**config.mk**
```make
export PLATFORM = sky130hd
export DESIGN_NAME = systolic_fifo_sched
export DESIGN_NICKNAME = d
export VERILOG_FILES = /design/src/rtl/systolic_fifo_sched.sv
export SDC_FILE = /design/constraint.sdc
export NUM_CORES = 1
export LEC_CHECK = 0
export ABC_CLOCK_PERIOD_IN_PS = 4800
export BUFFER_PORTS_ARGS = -buffer_cell sky130_fd_sc_hd__buf_2
export CAP_MARGIN = 20
export CORE_MARGIN = 2
export CORE_UTILIZATION = 50
export DETAILED_ROUTE_END_ITERATION = 8
export PLACE_DENSITY = 0.74
export SYNTH_ARGS = -nofsm -noshare
export SYNTH_HDL_FRONTEND = slang
export SYNTH_SLANG_ARGS = --single-unit
```
**constraint.sdc**
```tcl
create_clock -name clk -period 4.8 [get_ports clk]
set_input_delay 0.24 -clock clk [delete_from_list [all_inputs] [get_ports clk]]
set_output_delay 0.24 -clock clk [all_outputs]
set_load 0.02 [all_outputs]
```
**src/rtl/systolic_fifo_sched.sv**
```systemverilog
// Feed-FIFO sequencer for the systolic array: loads k_len memory words into every
// lane in parallel, then drains the lanes with a one-cycle-per-lane diagonal skew.
module systolic_fifo_sched #(
  parameter int systolic_size = 2,
  parameter int ADDR_W        = 1,
  parameter int MEM_ADDR_W    = 8
) (
  input  logic                     clk,
  input  logic                     reset,
  input  logic                     start,
  input  logic                     abort,
  input  logic [ADDR_W:0]          k_len,
  input  logic [MEM_ADDR_W-1:0]    base_addr,
  output logic                     mem_rd_en,
  output logic [MEM_ADDR_W-1:0]    mem_addr,
  output logic [systolic_size-1:0] fifo_wr_en,
  output logic [systolic_size-1:0] fifo_rd_en,
  output logic [systolic_size-1:0] lane_valid,
  output logic                     busy,
  output logic                     done
);

  localparam int K_W = ADDR_W + 1;
  // Drain counter must reach k_len + systolic_size - 2 for the largest k_len.
  localparam int T_W = $clog2((1 << K_W) + systolic_size) + 1;

  typedef enum logic [2:0] {
    ST_IDLE,
    ST_LOAD,
    ST_LOAD_WAIT,
    ST_DRAIN,
    ST_DONE
  } state_e;

  state_e                   state_q, state_d;
  logic [K_W-1:0]           k_q, k_d;
  logic [MEM_ADDR_W-1:0]    base_q, base_d;
  logic [K_W-1:0]           j_q, j_d;
  logic [T_W-1:0]           t_q, t_d;
  logic                     wr_q, wr_d;
  logic [systolic_size-1:0] lv_q, lv_d;

  logic                     mem_rd_en_c;
  logic [MEM_ADDR_W-1:0]    mem_addr_c;
  logic [systolic_size-1:0] rd_en_c;
  logic [T_W-1:0]           t_end;

  assign t_end = T_W'(k_q) + T_W'(systolic_size) - T_W'(2);

  always_comb begin
    state_d     = state_q;
    k_d         = k_q;
    base_d      = base_q;
    j_d         = j_q;
    t_d         = t_q;
    mem_rd_en_c = 1'b0;
    mem_addr_c  = '0;
    rd_en_c     = '0;

    case (state_q)
      ST_IDLE: begin
        if (start && !abort) begin
          if (k_len != '0) begin
            k_d     = k_len;
            base_d  = base_addr;
            j_d     = '0;
            state_d = ST_LOAD;
          end else begin
            state_d = ST_DONE;
          end
        end
      end
      ST_LOAD: begin
        mem_rd_en_c = 1'b1;
        mem_addr_c  = base_q + MEM_ADDR_W'(j_q);
        if (j_q == k_q - K_W'(1)) begin
          j_d     = '0;
          state_d = ST_LOAD_WAIT;
        end else begin
          j_d = j_q + K_W'(1);
        end
      end
      ST_LOAD_WAIT: begin
        t_d     = '0;
        state_d = ST_DRAIN;
      end
      ST_DRAIN: begin
        for (int unsigned i = 0; i < systolic_size; i++) begin
          rd_en_c[i] = (t_q >= T_W'(i)) && (t_q < T_W'(i) + T_W'(k_q));
        end
        if (t_q == t_end) begin
          t_d     = '0;
          state_d = ST_DONE;
        end else begin
          t_d = t_q + T_W'(1);
        end
      end
      ST_DONE: begin
        state_d = ST_IDLE;
      end
      default: begin
        state_d = ST_IDLE;
      end
    endcase

    if (abort && (state_q != ST_IDLE)) begin
      state_d = ST_IDLE;
      j_d     = '0;
      t_d     = '0;
    end

    // Registered strobes are squashed on abort so nothing leaks into the IDLE cycle.
    wr_d = abort ? 1'b0 : mem_rd_en_c;
    lv_d = abort ? '0 : rd_en_c;
  end

  always_ff @(posedge clk or negedge reset) begin
    if (!reset) begin
      state_q <= ST_IDLE;
      k_q     <= '0;
      base_q  <= '0;
      j_q     <= '0;
      t_q     <= '0;
      wr_q    <= 1'b0;
      lv_q    <= '0;
    end else begin
      state_q <= state_d;
      k_q     <= k_d;
      base_q  <= base_d;
      j_q     <= j_d;
      t_q     <= t_d;
      wr_q    <= wr_d;
      lv_q    <= lv_d;
    end
  end

  assign mem_rd_en  = mem_rd_en_c;
  assign mem_addr   = mem_addr_c;
  assign fifo_wr_en = {systolic_size{wr_q}};
  assign fifo_rd_en = rd_en_c;
  assign lane_valid = lv_q;
  assign busy       = (state_q != ST_IDLE);
  assign done       = (state_q == ST_DONE);

endmodule
```
# --- Word-level counts from Yosys, hierarchy flattened ---
# Cells that the tools add are included.
totals:
  reg_bits: 22
  latch_bits: 0
  mem_bits_rw: 0
  mem_bits_ro: 0
  out_inout_bits: 17
  elab_cells: 60
  n_memories: 0
classes:
  addsub: 7
  n_mul: 0
  div_mod_pow: 0
  n_lt_le_gt_ge: 4
  eq_ne: 10
  shift: 0
  muxes: 19
  bitwise_logic: 0
  reduce_logical: 13
op_table:
  columns: ["cell", "n"]
  rows:
  - ["$mux W3", 5]
  - ["$mux W2", 6]
  - ["$ne A3 B3 Y1 const B", 4]
  - ["$pmux W3 S4", 1]
  - ["$reduce_and A3 Y1", 3]
  - ["$reduce_bool A3 Y1", 3]
  - ["$add A8 B2 Y8", 1]
  - ["$ge A4 B1 Y1 const B", 2]
  - ["$mux W4", 2]
  - ["$mux W8", 1]
  - ["$pmux W4 S2", 1]
  - ["$eq A3 B2 Y1 const B", 2]
  - ["$add A4 B1 Y4 const B", 1]
  - ["$eq A4 B4 Y1", 1]
  - ["$logic_and A1 B1 Y1", 4]
  - ["$lt A4 B2 Y1", 1]
  - ["$lt A4 B3 Y1", 1]
  - ["$pmux W2 S2", 1]
  - ["$sub A3 B2 Y4 const B", 1]
  - ["$add A1 B2 Y3 const A", 1]
  - ["$add A2 B2 Y3 const B", 1]
  - ["$eq A3 B1 Y1 const B", 1]
  - ["$eq A3 B3 Y1 const B", 1]
  - ["$logic_not A3 Y1", 1]
  - ["other kinds (6)", 7]

# --- Longest topological paths before layout ---
logic_depth:
  depth_word: 6
  depth_mapped: 7
  mapped_depth_nobuf: 7

# --- Least setup slack after synthesis ---
# No wires, ideal clock.
synth_path:
  path_type: "flip-flop to flip-flop"
  startpoint: "reg k_q[0]"
  endpoint: "reg lv_q[1], in the netlist lane_valid[1]"
  setup_ns: 0.074
  arrival_ns: 2.113
  required_time_ns: 4.726
  path_slack_ns: 2.613
  path_stages_with_launch: 8
  n_path_buf: 0
  period_less_slack_ns: 2.187
  cell_sequence: "dfrtp_1 ha_1 inv_1 ha_1 nor2b_1 o21a_1 a2111oi_2 nor2b_1"
synth_via:
  elab_chain_len: 5
synth_lines:
  columns: ["element", "line_no", "text"]
  rows:
  - ["from (decl)", "36", "logic [K_W-1:0] k_q, k_d;"]
  - ["from (signal assigned)", "128", "k_q <= k_d;"]
  - ["$add A1 B2 Y3", "89", "rd_en_c[i] = (t_q >= T_W'(i)) && (t_q < T_W'(i) + T_W'(k_q));"]
  - ["$lt A4 B3 Y1", "89", null]
  - ["$logic_and A1 B1 Y1", "89", null]
  - ["$mux W2", "60", "case (state_q)"]
  - ["via fifo_rd_en[1]", "17", "output logic [systolic_size-1:0] fifo_rd_en,"]
  - ["$mux W2", "114", "lv_d = abort ? '0 : rd_en_c;"]
  - ["via lv_d[1]", "41", "logic [systolic_size-1:0] lv_q, lv_d;"]
  - ["to (signal assigned)", "133", "lv_q <= lv_d;"]
  - ["to (decl)", "41", null]
# The timed path passes the listed nets, and every way through them passes these cells.
# A chain may end at the register's enable or synchronous reset.

# --- Final worst setup path ---
layout_path:
  startpoint: "reg k_q[0]"
  endpoint: "out fifo_rd_en[1]"
layout_via:
  elab_chain_len: 4
layout_lines:
  columns: ["element", "line_no"]
  rows:
  - ["$add A1 B2 Y3", "89"]
  - ["$lt A4 B3 Y1", "89"]
  - ["$logic_and A1 B1 Y1", "89"]
  - ["$mux W2", "60"]
  - ["to (decl)", "17"]
# No other way between the ends.

==> results.ini <==
[routing]
wl_microns = 2620
drtIter0Drc = 26
via_per_inst = 5.46
dr.pass1.iters = 4
routedWlPerCell_microns = 13.6
ant_nets = 0
vias = 1049
drc_errors = 0

[floorplanning]
initial_core_util_pct = 51.9
pin_count = 31
die_h_microns = 57.1
die_area_sq_mm = 0.00326
num_rows = 19
die_w_microns = 57.1
core-area_sq_mm = 0.00271

[critical_path]
crit_family = adder cells
cp-end-kind = primary output
start_kind = flop
worst_path_most_repeated_cell = ha_1
worstPathArrival_ns = 2.26
required_ns = 4.56
path_buf_inv = 2
cp.depth = 7
cp_cell_sequence = ha_1 > inv_1 > ha_1 > nor2b_1 > o21a_1 > a2111oi_2 > buf_2
slowest_delay_ns = 0.44
reg2reg_depth = 3
worstSetupStartpoint = k_q[0]
r2r_setup_slack_ns = 2.62
reg2reg_from = state_q[1]
reg2reg_to = base_q[7]
timing_worst_setup_path_type = reg -> out
crit_path_end = fifo_rd_en[1]
cp_slowest_cell = dfrtp_1
crit_fanout = 4

[clocking]
post_cts_resized = 0
cts_buffers = 3
cts_tree = done
cts_max_path_buffers = 2
root_buffer = clkbuf_4
clk_pin_slew_worst_paths_ns = 0.13
clk_latency_ns = 0.31
cts.sinks = 22
cts_setup_buffers = 0
htree_levels = 1

[power_and_ir_drop]
p_int_w = 0.000492
power_w = 0.000858
switchingPower_w = 0.000365
swShare_pct = 42.6
leakage_nw = 0.777
comb_power_share_pct = 49.1
seqPwrFrac_pct = 39.0
ir_drop_v = 0.000368
p_clk_share_pct = 11.9
power_density_mw_per_mm2 = 539

[sta]
skew_ns = 0.00665
finalHoldViolCount = 0
slew_headroom_pct = 41.8
tightest_slew_ns = 0.869
tns_ns = 0
rsz0062_at_grt = no
period_share_pct = 52.1
hold_ws_ns = 0.146
setup_slack_ns = 2.30
finalCriticalPeriod_ns = 2.50
fmax_mhz = 400
setup_viol = 0
slew_viol_final = 0

[synthesis]
avgSynthCellArea_sq_um = 10.6
yosysWarnings = 0
synth_edf_count = 0
synth_compound_area_share_pct = 10.8
async_flop_share_pct = 100
synthMuxAreaShare_pct = 6.40
synth_xor_area_share_pct = 5.60
synthAdderAreaFrac_pct = 11.2
syn_nets = 159
synth-seq-area-share_pct = 39.1
syn_inst = 133
synth_top_family_by_area = simple AND/OR/NAND/NOR gates
yosys.area_share.simple_pct = 20.9
yosysUniqueCellTypes = 43
syn-cell-area_sq_mm = 0.00141
synth_top_flop_cell = dfrtp_1
yosys_register_bits = 22

[cells_and_area]
nets = 188
final_cells = 192
drive_gt1_share_pct = 29.2
area_delta_synth_final_pct = 13.1
diodes = 0

[grt]
antenna_found_initial = 0
grt_pass1_vias = 1022
grt_util_all_layers_pct = 17.7
grt_first_pass_wirelength_microns = 4620
overflow = 0
grt_max_degree = 23

[place]
gp_congestion = 0.811
dpl_worst_slack_ns = 2.64
dp_hpwl_microns = 2020
io_buffers = 30
post-place-cells = 187

[outcome]
status = finished, final reports clean

[hold_path]
hp-class = in -> reg

[run]
drv_cap = 0

[worst min path at each step]
stage                      start            end  slack [ns]  cells past startpoint
floorplan                  reset      base_q[0]       -0.06                      0
global placement           reset  lane_valid[1]        0.23                      1
detailed placement         reset  lane_valid[1]        0.23                      1
CTS                 base_addr[6]      base_q[6]        0.14                      2
global route        base_addr[6]      base_q[6]        0.15                      2
finish              base_addr[6]      base_q[6]        0.15                      2
[worst reg2reg max path, delay by kind of cell, from the launching register on]
kind	cells	cell delay (ns)
mux	1	0.41
flops	1	0.52
simple gates	2	1.14
[cell families after synthesis]
group                    Yosys count
adder cells (fa/ha/maj)           12
buffers and inverters             16
AO/OA/AOI/OAI                     19
multiplexers                       8
AND/OR/NAND/NOR                   47
XOR/XNOR                           9
flip-flops                        22
[state kept, by name, indices dropped and copies added (netlist names)]
signal      cells
base_q          8
t_q             4
state_q         3
j_q             2
k_q             2
lane_valid      2
wr_q            1
[cell type report]
cell class / instances / area [sq um]
Clock buffer: 4 / 36.3
Fill cell: 240 / 1120
Inverter: 9 / 33.8
Multi-Input combinational cell: 95 / 772
Sequential cell: 22 / 551
Tap cell: 31 / 38.8
Timing Repair Buffer: 31 / 160
[synthesized netlist by cell type (3+ instances only)]
| cell | number | area [sq um] |
|---|---|---|
| xor2_1 | 5 | 43.8 |
| nand2_1 | 7 | 26.3 |
| nor3b_1 | 4 | 30.0 |
| nor2b_1 | 4 | 25.0 |
| ha_1 | 11 | 138 |
| and3_1 | 3 | 18.8 |
| o21ai_0 | 7 | 35.0 |
| nand3_1 | 4 | 20.0 |
| nor2_1 | 11 | 41.3 |
| inv_1 | 9 | 33.8 |
| mux2_2 | 6 | 67.6 |
| dfrtp_1 | 22 | 551 |
| xnor2_1 | 4 | 35.0 |
[metrics by stage]
| stage | utilization, % | instance area [sq um] |
|---|---|---|
| 5_1_grt | 58.7 | 1590 |
| 2_1_floorplan | - | 1410 |
| 4_1_cts | 58.7 | 1590 |
| 3_5_place_dp | 57.0 | 1550 |
| 3_3_place_gp | 57.0 | 1550 |
| 6_report | 58.7 | 1590 |
[power by group through the flow]
stage               sequential (W)  combinational, W  clock, W
floorplan                 0.000305          0.000358         0
CTS                       0.000333          0.000426  0.000105
global route              0.000351          0.000469  0.000110
detailed placement        0.000337          0.000423         0
finish                    0.000334          0.000421  0.000102
global placement          0.000333          0.000410         0
[per-layer routing]
metal	up-vias	wire [microns]	track usage (%)
met4	0	27	3.99
li1	513	-	-
met2	25	1260	30.7
met1	507	1230	23.8
met3	4	112	2.27
met5	-	0	0
[placed cells by master, fill, tap and decap left out, types with 2 or more instances in the layout]
cell / instances
clkbuf_4: 3
mux2_1: 2
mux2_2: 6
dfrtp_1: 22
o21ai_0: 7
nand2_1: 7
ha_1: 11
xnor2_1: 4
nor3b_1: 4
a21o_1: 2
nor2b_1: 4
nand3_1: 4
and3_1: 3
nor2_1: 11
buf_2: 30
nand4b_1: 2
inv_1: 9
xor2_1: 5
[repair_timing]
item,CTS,global route
hold buffers,1,0
endpoints found under the setup margin,0,0
hold endpoints to repair,22,0
Note: power is estimated with default switching activity, not from simulation.
